`config.mk`:
```
export PLATFORM = sky130hd
export DESIGN_NAME = al_phy_dpram_rd_flat
export DESIGN_NICKNAME = d
export VERILOG_FILES = /design/src/rtl/al_phy_dpram_rd_if.sv /design/src/rtl/al_phy_dpram_rd.sv /design/src/flat_wrapper.sv
export SDC_FILE = /design/constraint.sdc
export NUM_CORES = 1
export LEC_CHECK = 0
export ABC_CLOCK_PERIOD_IN_PS = 1500
export BUFFER_PORTS_ARGS = -buffer_cell sky130_fd_sc_hd__buf_2
export CAP_MARGIN = 25
export CORE_ASPECT_RATIO = 0.5
export CORE_MARGIN = 5
export CORE_UTILIZATION = 52
export CTS_CLUSTER_DIAMETER = 120
export DETAILED_ROUTE_END_ITERATION = 7
export PLACE_DENSITY = 0.82
export SLEW_MARGIN = 20
export SYNTH_ARGS = -nofsm -noshare
export SYNTH_HDL_FRONTEND = slang
export SYNTH_SLANG_ARGS = --single-unit
```
`constraint.sdc`:
```
create_clock -name clk -period 1.5 [get_ports clk]
set_input_delay 0.15 -clock clk [delete_from_list [all_inputs] [get_ports clk]]
set_output_delay 0.15 -clock clk [all_outputs]
set_load 0.005 [all_outputs]
```
`src/rtl/al_phy_dpram_rd_if.sv`:
```
`default_nettype none
// ============================================================================
// Module  : al_phy_dpram_rd_if
// Brief   : Slice RAMW-mode write bus (mode, strobe, address, data).
// Revision: 1.0 - initial release
// ============================================================================
interface al_phy_dpram_rd_if;
    logic       dpram_mode;
    logic       dpram_we;
    logic [3:0] dpram_waddr;
    logic [3:0] dpram_di;

    modport master (
        output dpram_mode,
        output dpram_we,
        output dpram_waddr,
        output dpram_di
    );

    modport slave (
        input  dpram_mode,
        input  dpram_we,
        input  dpram_waddr,
        input  dpram_di
    );
endinterface
`default_nettype wire

```
`src/rtl/al_phy_dpram_rd.sv`:
```
`default_nettype none
// ============================================================================
// Module  : al_phy_dpram_rd
// Brief   : 16x4 distributed RAM store fed by a slice RAMW write bus; one-cycle
//           capture then commit, combinational and registered read ports.
//           Optional macro AL_DPRAM_BYPASS_EN forwards a pending write to f.
// Revision: 1.0 - initial release
// ============================================================================
module al_phy_dpram_rd #(
    parameter logic [15:0] INIT_LUT0 = 16'h0000,
    parameter logic [15:0] INIT_LUT1 = 16'h0000,
    parameter logic [15:0] INIT_LUT2 = 16'h0000,
    parameter logic [15:0] INIT_LUT3 = 16'h0000,
    parameter string       REGSET    = "RESET",
    parameter string       CEMUX     = "1"
) (
    input  wire logic        clk,
    input  wire logic        sr,
    al_phy_dpram_rd_if.slave wr,
    input  wire logic [3:0]  raddr,
    input  wire logic        ce,
    output logic      [3:0]  f,
    output logic      [3:0]  q,
    output logic             wpend
);

    function automatic logic [15:0][3:0] f_mem_init();
        logic [15:0][3:0] init;
        for (int k = 0; k < 16; k++) begin
            init[k] = {INIT_LUT3[k], INIT_LUT2[k], INIT_LUT1[k], INIT_LUT0[k]};
        end
        return init;
    endfunction

    localparam logic [15:0][3:0] c_mem_init = f_mem_init();
    localparam logic [3:0]       c_q_rst    = (REGSET == "SET") ? 4'hF : 4'h0;
    localparam bit               c_ce_pin   = (CEMUX == "CE");
    localparam bit               c_ce_inv   = (CEMUX == "INV");
    localparam bit               c_ce_one   = (CEMUX == "1");

    // Array has no reset: sr must never disturb stored contents.
    logic [15:0][3:0] mem_q = c_mem_init;
    logic [15:0][3:0] mem_d;

    logic       wpend_q, wpend_d;
    logic [3:0] waddr_q, waddr_d;
    logic [3:0] di_q,    di_d;
    logic [3:0] q_q,     q_d;
    logic       w_capture;
    logic       w_q_en;
    logic [3:0] w_rdata;

    always_comb begin
        w_capture = wr.dpram_mode & wr.dpram_we;
        wpend_d   = w_capture;
        waddr_d   = w_capture ? wr.dpram_waddr : waddr_q;
        di_d      = w_capture ? wr.dpram_di    : di_q;

        mem_d = mem_q;
        if (wpend_q) begin
            mem_d[waddr_q] = di_q;
        end

`ifdef AL_DPRAM_BYPASS_EN
        w_rdata = (wpend_q && (waddr_q == raddr)) ? di_q : mem_q[raddr];
`else
        w_rdata = mem_q[raddr];
`endif

        w_q_en = (c_ce_pin & ce) | (c_ce_inv & ~ce) | c_ce_one;
        q_d    = w_q_en ? w_rdata : q_q;
    end

    always_ff @(posedge clk) begin
        mem_q <= mem_d;
    end

    always_ff @(posedge clk or posedge sr) begin
        if (sr) begin
            wpend_q <= 1'b0;
            waddr_q <= 4'h0;
            di_q    <= 4'h0;
            q_q     <= c_q_rst;
        end else begin
            wpend_q <= wpend_d;
            waddr_q <= waddr_d;
            di_q    <= di_d;
            q_q     <= q_d;
        end
    end

    assign f     = w_rdata;
    assign q     = q_q;
    assign wpend = wpend_q;

endmodule
`default_nettype wire

```
`src/flat_wrapper.sv`:
```
// flat-port wrapper written by rule: the top's interface ports become plain ports
module al_phy_dpram_rd_flat 
#(
    parameter logic [15:0] INIT_LUT0 = 16'h0000,
    parameter logic [15:0] INIT_LUT1 = 16'h0000,
    parameter logic [15:0] INIT_LUT2 = 16'h0000,
    parameter logic [15:0] INIT_LUT3 = 16'h0000,
    parameter string       REGSET    = "     ",
    parameter string       CEMUX     = " "
)
  (clk, sr, raddr, ce, f, q, wpend, wr_dpram_mode, wr_dpram_we, wr_dpram_waddr, wr_dpram_di);
  al_phy_dpram_rd_if wr_i ();
  input  wire logic clk;
  input  wire logic sr;
  input  wire logic [3:0] raddr;
  input  wire logic ce;
  output logic      [3:0] f;
  output logic      [3:0] q;
  output logic wpend;
  input wire logic [$bits(wr_i.dpram_mode)-1:0] wr_dpram_mode;
  input wire logic [$bits(wr_i.dpram_we)-1:0] wr_dpram_we;
  input wire logic [$bits(wr_i.dpram_waddr)-1:0] wr_dpram_waddr;
  input wire logic [$bits(wr_i.dpram_di)-1:0] wr_dpram_di;
  assign wr_i.dpram_mode = wr_dpram_mode;
  assign wr_i.dpram_we = wr_dpram_we;
  assign wr_i.dpram_waddr = wr_dpram_waddr;
  assign wr_i.dpram_di = wr_dpram_di;
  al_phy_dpram_rd #(.INIT_LUT0(INIT_LUT0), .INIT_LUT1(INIT_LUT1), .INIT_LUT2(INIT_LUT2), .INIT_LUT3(INIT_LUT3), .REGSET(REGSET), .CEMUX(CEMUX)) u_core (.clk(clk), .sr(sr), .wr(wr_i), .raddr(raddr), .ce(ce), .f(f), .q(q), .wpend(wpend));
endmodule
```
==> impl_metrics.env <==
export IMPL_ff2ff_path_depth=4
export IMPL_hold_slack_ps=55.0
export IMPL_cts_root_buffer="clkbuf_16"
export IMPL_violations="negative setup slack"
export IMPL_dp_worst_setup_slack_ps=-217
export IMPL_drv_cap=0
export IMPL_drt_wirelength_per_cell_um=21.5
export IMPL_start_util=0.537
export IMPL_required_ps=1350
export IMPL_yosysTopAreaCell="edfxtp_1"
export IMPL_yosys_area_top_type_share=0.652
export IMPL_skew_ps=6.36
export IMPL_report_final_setup_viol=4
export IMPL_hpwlAfterDp_um=3890
export IMPL_p_per_area_nw_per_um2=1380
export IMPL_cp_max_fo=1
export IMPL_grt_max_degree=18
export IMPL_multiInputGateArea_um2=748
export IMPL_final_core_util=0.646
export IMPL_rows=19
export IMPL_syn_area_um2=2950
export IMPL_hold_violations=0
export IMPL_fin_crit_sh=1.20
export IMPL_leakage_nw=1.28
export IMPL_track_usage=0.179
export IMPL_seq_area_um2=2150
export IMPL_drt_iter0_markers=163
export IMPL_r2r_end="u_core.mem_q[44]"
export IMPL_path_cells="mux4_2 -> a22oi_2 -> nand3_1 -> buf_2"
export IMPL_ys_ff_latch=73
export IMPL_numCtsBuffers=9
export IMPL_n_fill_cell=349
export IMPL_firstDrtPassIters=4
export IMPL_clock_fmax_mhz=557
export IMPL_synth_most_common_cell="edfxtp_1"
export IMPL_syn_avg_cell_area_um2=19.5
export IMPL_antenna_found_initial=0
export IMPL_synth_edf_count=64
export IMPL_period_needed_ps=1800
export IMPL_vias=1596
export IMPL_ys_warnings_count=0
export IMPL_postCtsSetupBuffers=0
export IMPL_ys_flop_type="edfxtp_1"
export IMPL_io_pins=26
export IMPL_final_setup_tns_ps=-1110
export IMPL_grt_pass1_vias=1657
export IMPL_critPathCapture="f[1]"
export IMPL_cp_slowest_stage_delay_ps=520
export IMPL_setup_ws_ps=-295
export IMPL_syn2layout_area_growth_pct=20.3
export IMPL_yosys_top_cells_count="edfxtp_1, mux4_1, nor2_1, dfrtp_1, nand3_1"
export IMPL_slew_viol_final=0
export IMPL_rrSetupSlack_ps=50
export IMPL_critPathKind="reg2out"
export IMPL_ant_nets=0
export IMPL_antenna_cells=0
export IMPL_worstMarginPinSlew_ps=611
export IMPL_rsz0062_at_grt="yes"
export IMPL_cp_start_kind="flip-flop"
export IMPL_clock_sinks=73
export IMPL_placed_cell_area_um2=3220
export IMPL_ys_seq_area_frac=0.729
export IMPL_clk_latency_ps=330
export IMPL_drc_errors=0
export IMPL_startpoint="u_core.mem_q[29]"
export IMPL_core_um2=5490
export IMPL_overflow=0
export IMPL_die_h_um=63.2
export IMPL_clk_pin_slew_worst_paths_ps=60
export IMPL_slowest_stage="mux4_2"
export IMPL_nets=213
export IMPL_totalWireLength_um=5890
export IMPL_via_per_inst=5.82
export IMPL_synth_cells=151
export IMPL_end_kind="primary output"
export IMPL_io_buffers=20
export IMPL_gp_congestion=0.847
export IMPL_die_width_um=116
export IMPL_drive_gt1_frac=0.388
export IMPL_cp_arrival_ps=1650
export IMPL_grt_pass1_wl_um=9500
export IMPL_htree_levels=3
export IMPL_peakVddDrop_v=0.00100
export IMPL_dieArea_um2=7360
export IMPL_fin_area_um2=3550
export IMPL_hold_path_class="in2reg"
export IMPL_outcome="finished, violations left"
export IMPL_cts_tree="yes"
export IMPL_r2r_start="u_core.waddr_q[2]"
export IMPL_async_flop_share=0.123
export IMPL_cts_buffer_depth=2
export IMPL_relSlewSlack=0.593
export IMPL_synth_area_top_cells="edfxtp_1, mux4_1, dfrtp_1, mux2_2, nor2_1"
export IMPL_yosysUniqueCellTypes=21
-- stage by stage --
stage	cells	total power, W
floorplan	154	0.00261
global placement	257	0.00273
detailed placement	257	0.00277
CTS	274	0.00490
global route	274	0.00508
finish	274	0.00489
-- worst max-delay path, delay by kind of cell, from the launching register on --
family / cells / cell delay [ps]
buffers and inverters: 1 / 140
AND/OR/NAND/NOR: 1 / 110
flip-flops: 1 / 380
AO/OA/AOI/OAI: 1 / 160
multiplexers: 1 / 520
-- what timing repair did --
item	4_1_cts	5_1_grt
hold buffers	1	0
pin swaps	7	1
hold endpoints to repair	9	0
gates resized for setup	12	2
endpoints found under the setup margin	16	12
-- registers in the layout, indices dropped and copies added (netlist names) --
signal	flops
u_core.di_q	4
u_core.mem_q	64
u_core.wpend	1
u_core.waddr_q	4
-- power breakdown --
group,internal (W),switching [W]
Sequential,0.00233,0.000114
Combinational,0.000154,0.000152
Clock,0.00137,0.000768
-- how the worst min path moves through the flow --
stage,startpoint,endpoint,slack (ps),depth (start not counted)
floorplan,sr,u_core.di_q[0],-20,1
global placement,sr,u_core.di_q[3],110,2
detailed placement,sr,u_core.waddr_q[0],120,2
CTS,wr_dpram_di[1],u_core.di_q[1],50,2
global route,wr_dpram_di[2],u_core.di_q[2],50,2
finish,wr_dpram_di[0],u_core.di_q[0],60,2
-- cells by family after synthesis --
logic type      Yosys count  synth area share
flops                    73             0.729
buf+inv                  10            0.0263
mux                      24             0.171
other cells               1           0.00127
simple gates             39            0.0628
compound gates            4            0.0102
-- area by class of cell --
cell class / instances / share of cell area
inverters: 2 / 0.00212
well taps: 73 / 0.0258
clock buffers: 11 / 0.0713
multi-input cells: 71 / 0.211
clock inverters: 5 / 0.0152
flip-flops and latches: 73 / 0.606
repair buffers: 39 / 0.0692
-- routing by layer --
metal | part of all wire | track usage | vias up | wire [µm]
met5 | 0 | 0 | - | 0
met4 | 0.013 | 0.0347 | 0 | 76
met3 | 0.094 | 0.0660 | 8 | 552
met2 | 0.49 | 0.283 | 99 | 2890
met1 | 0.40 | 0.241 | 799 | 2370
li1 | - | - | 690 | -
-- placed cells by master (no fill, tap or decap), types with 2 or more instances in the layout --
cell        count
nor3_2          2
a22oi_2         4
mux4_2          8
nor2_1         11
inv_1           2
nand2b_1        2
edfxtp_1       64
conb_1          4
clkinvlp_4      2
clkbuf_16       9
nand3b_1        2
buf_2          20
clkbuf_8        2
nand3_1         9
nor2b_1         2
dfrtp_1         9
mux2_2          8
nand2_1         6
nor3_1          2
mux4_1          8
buf_4          18
nor2_2          2
No activity file was read; power rests on OpenSTA's default activity.
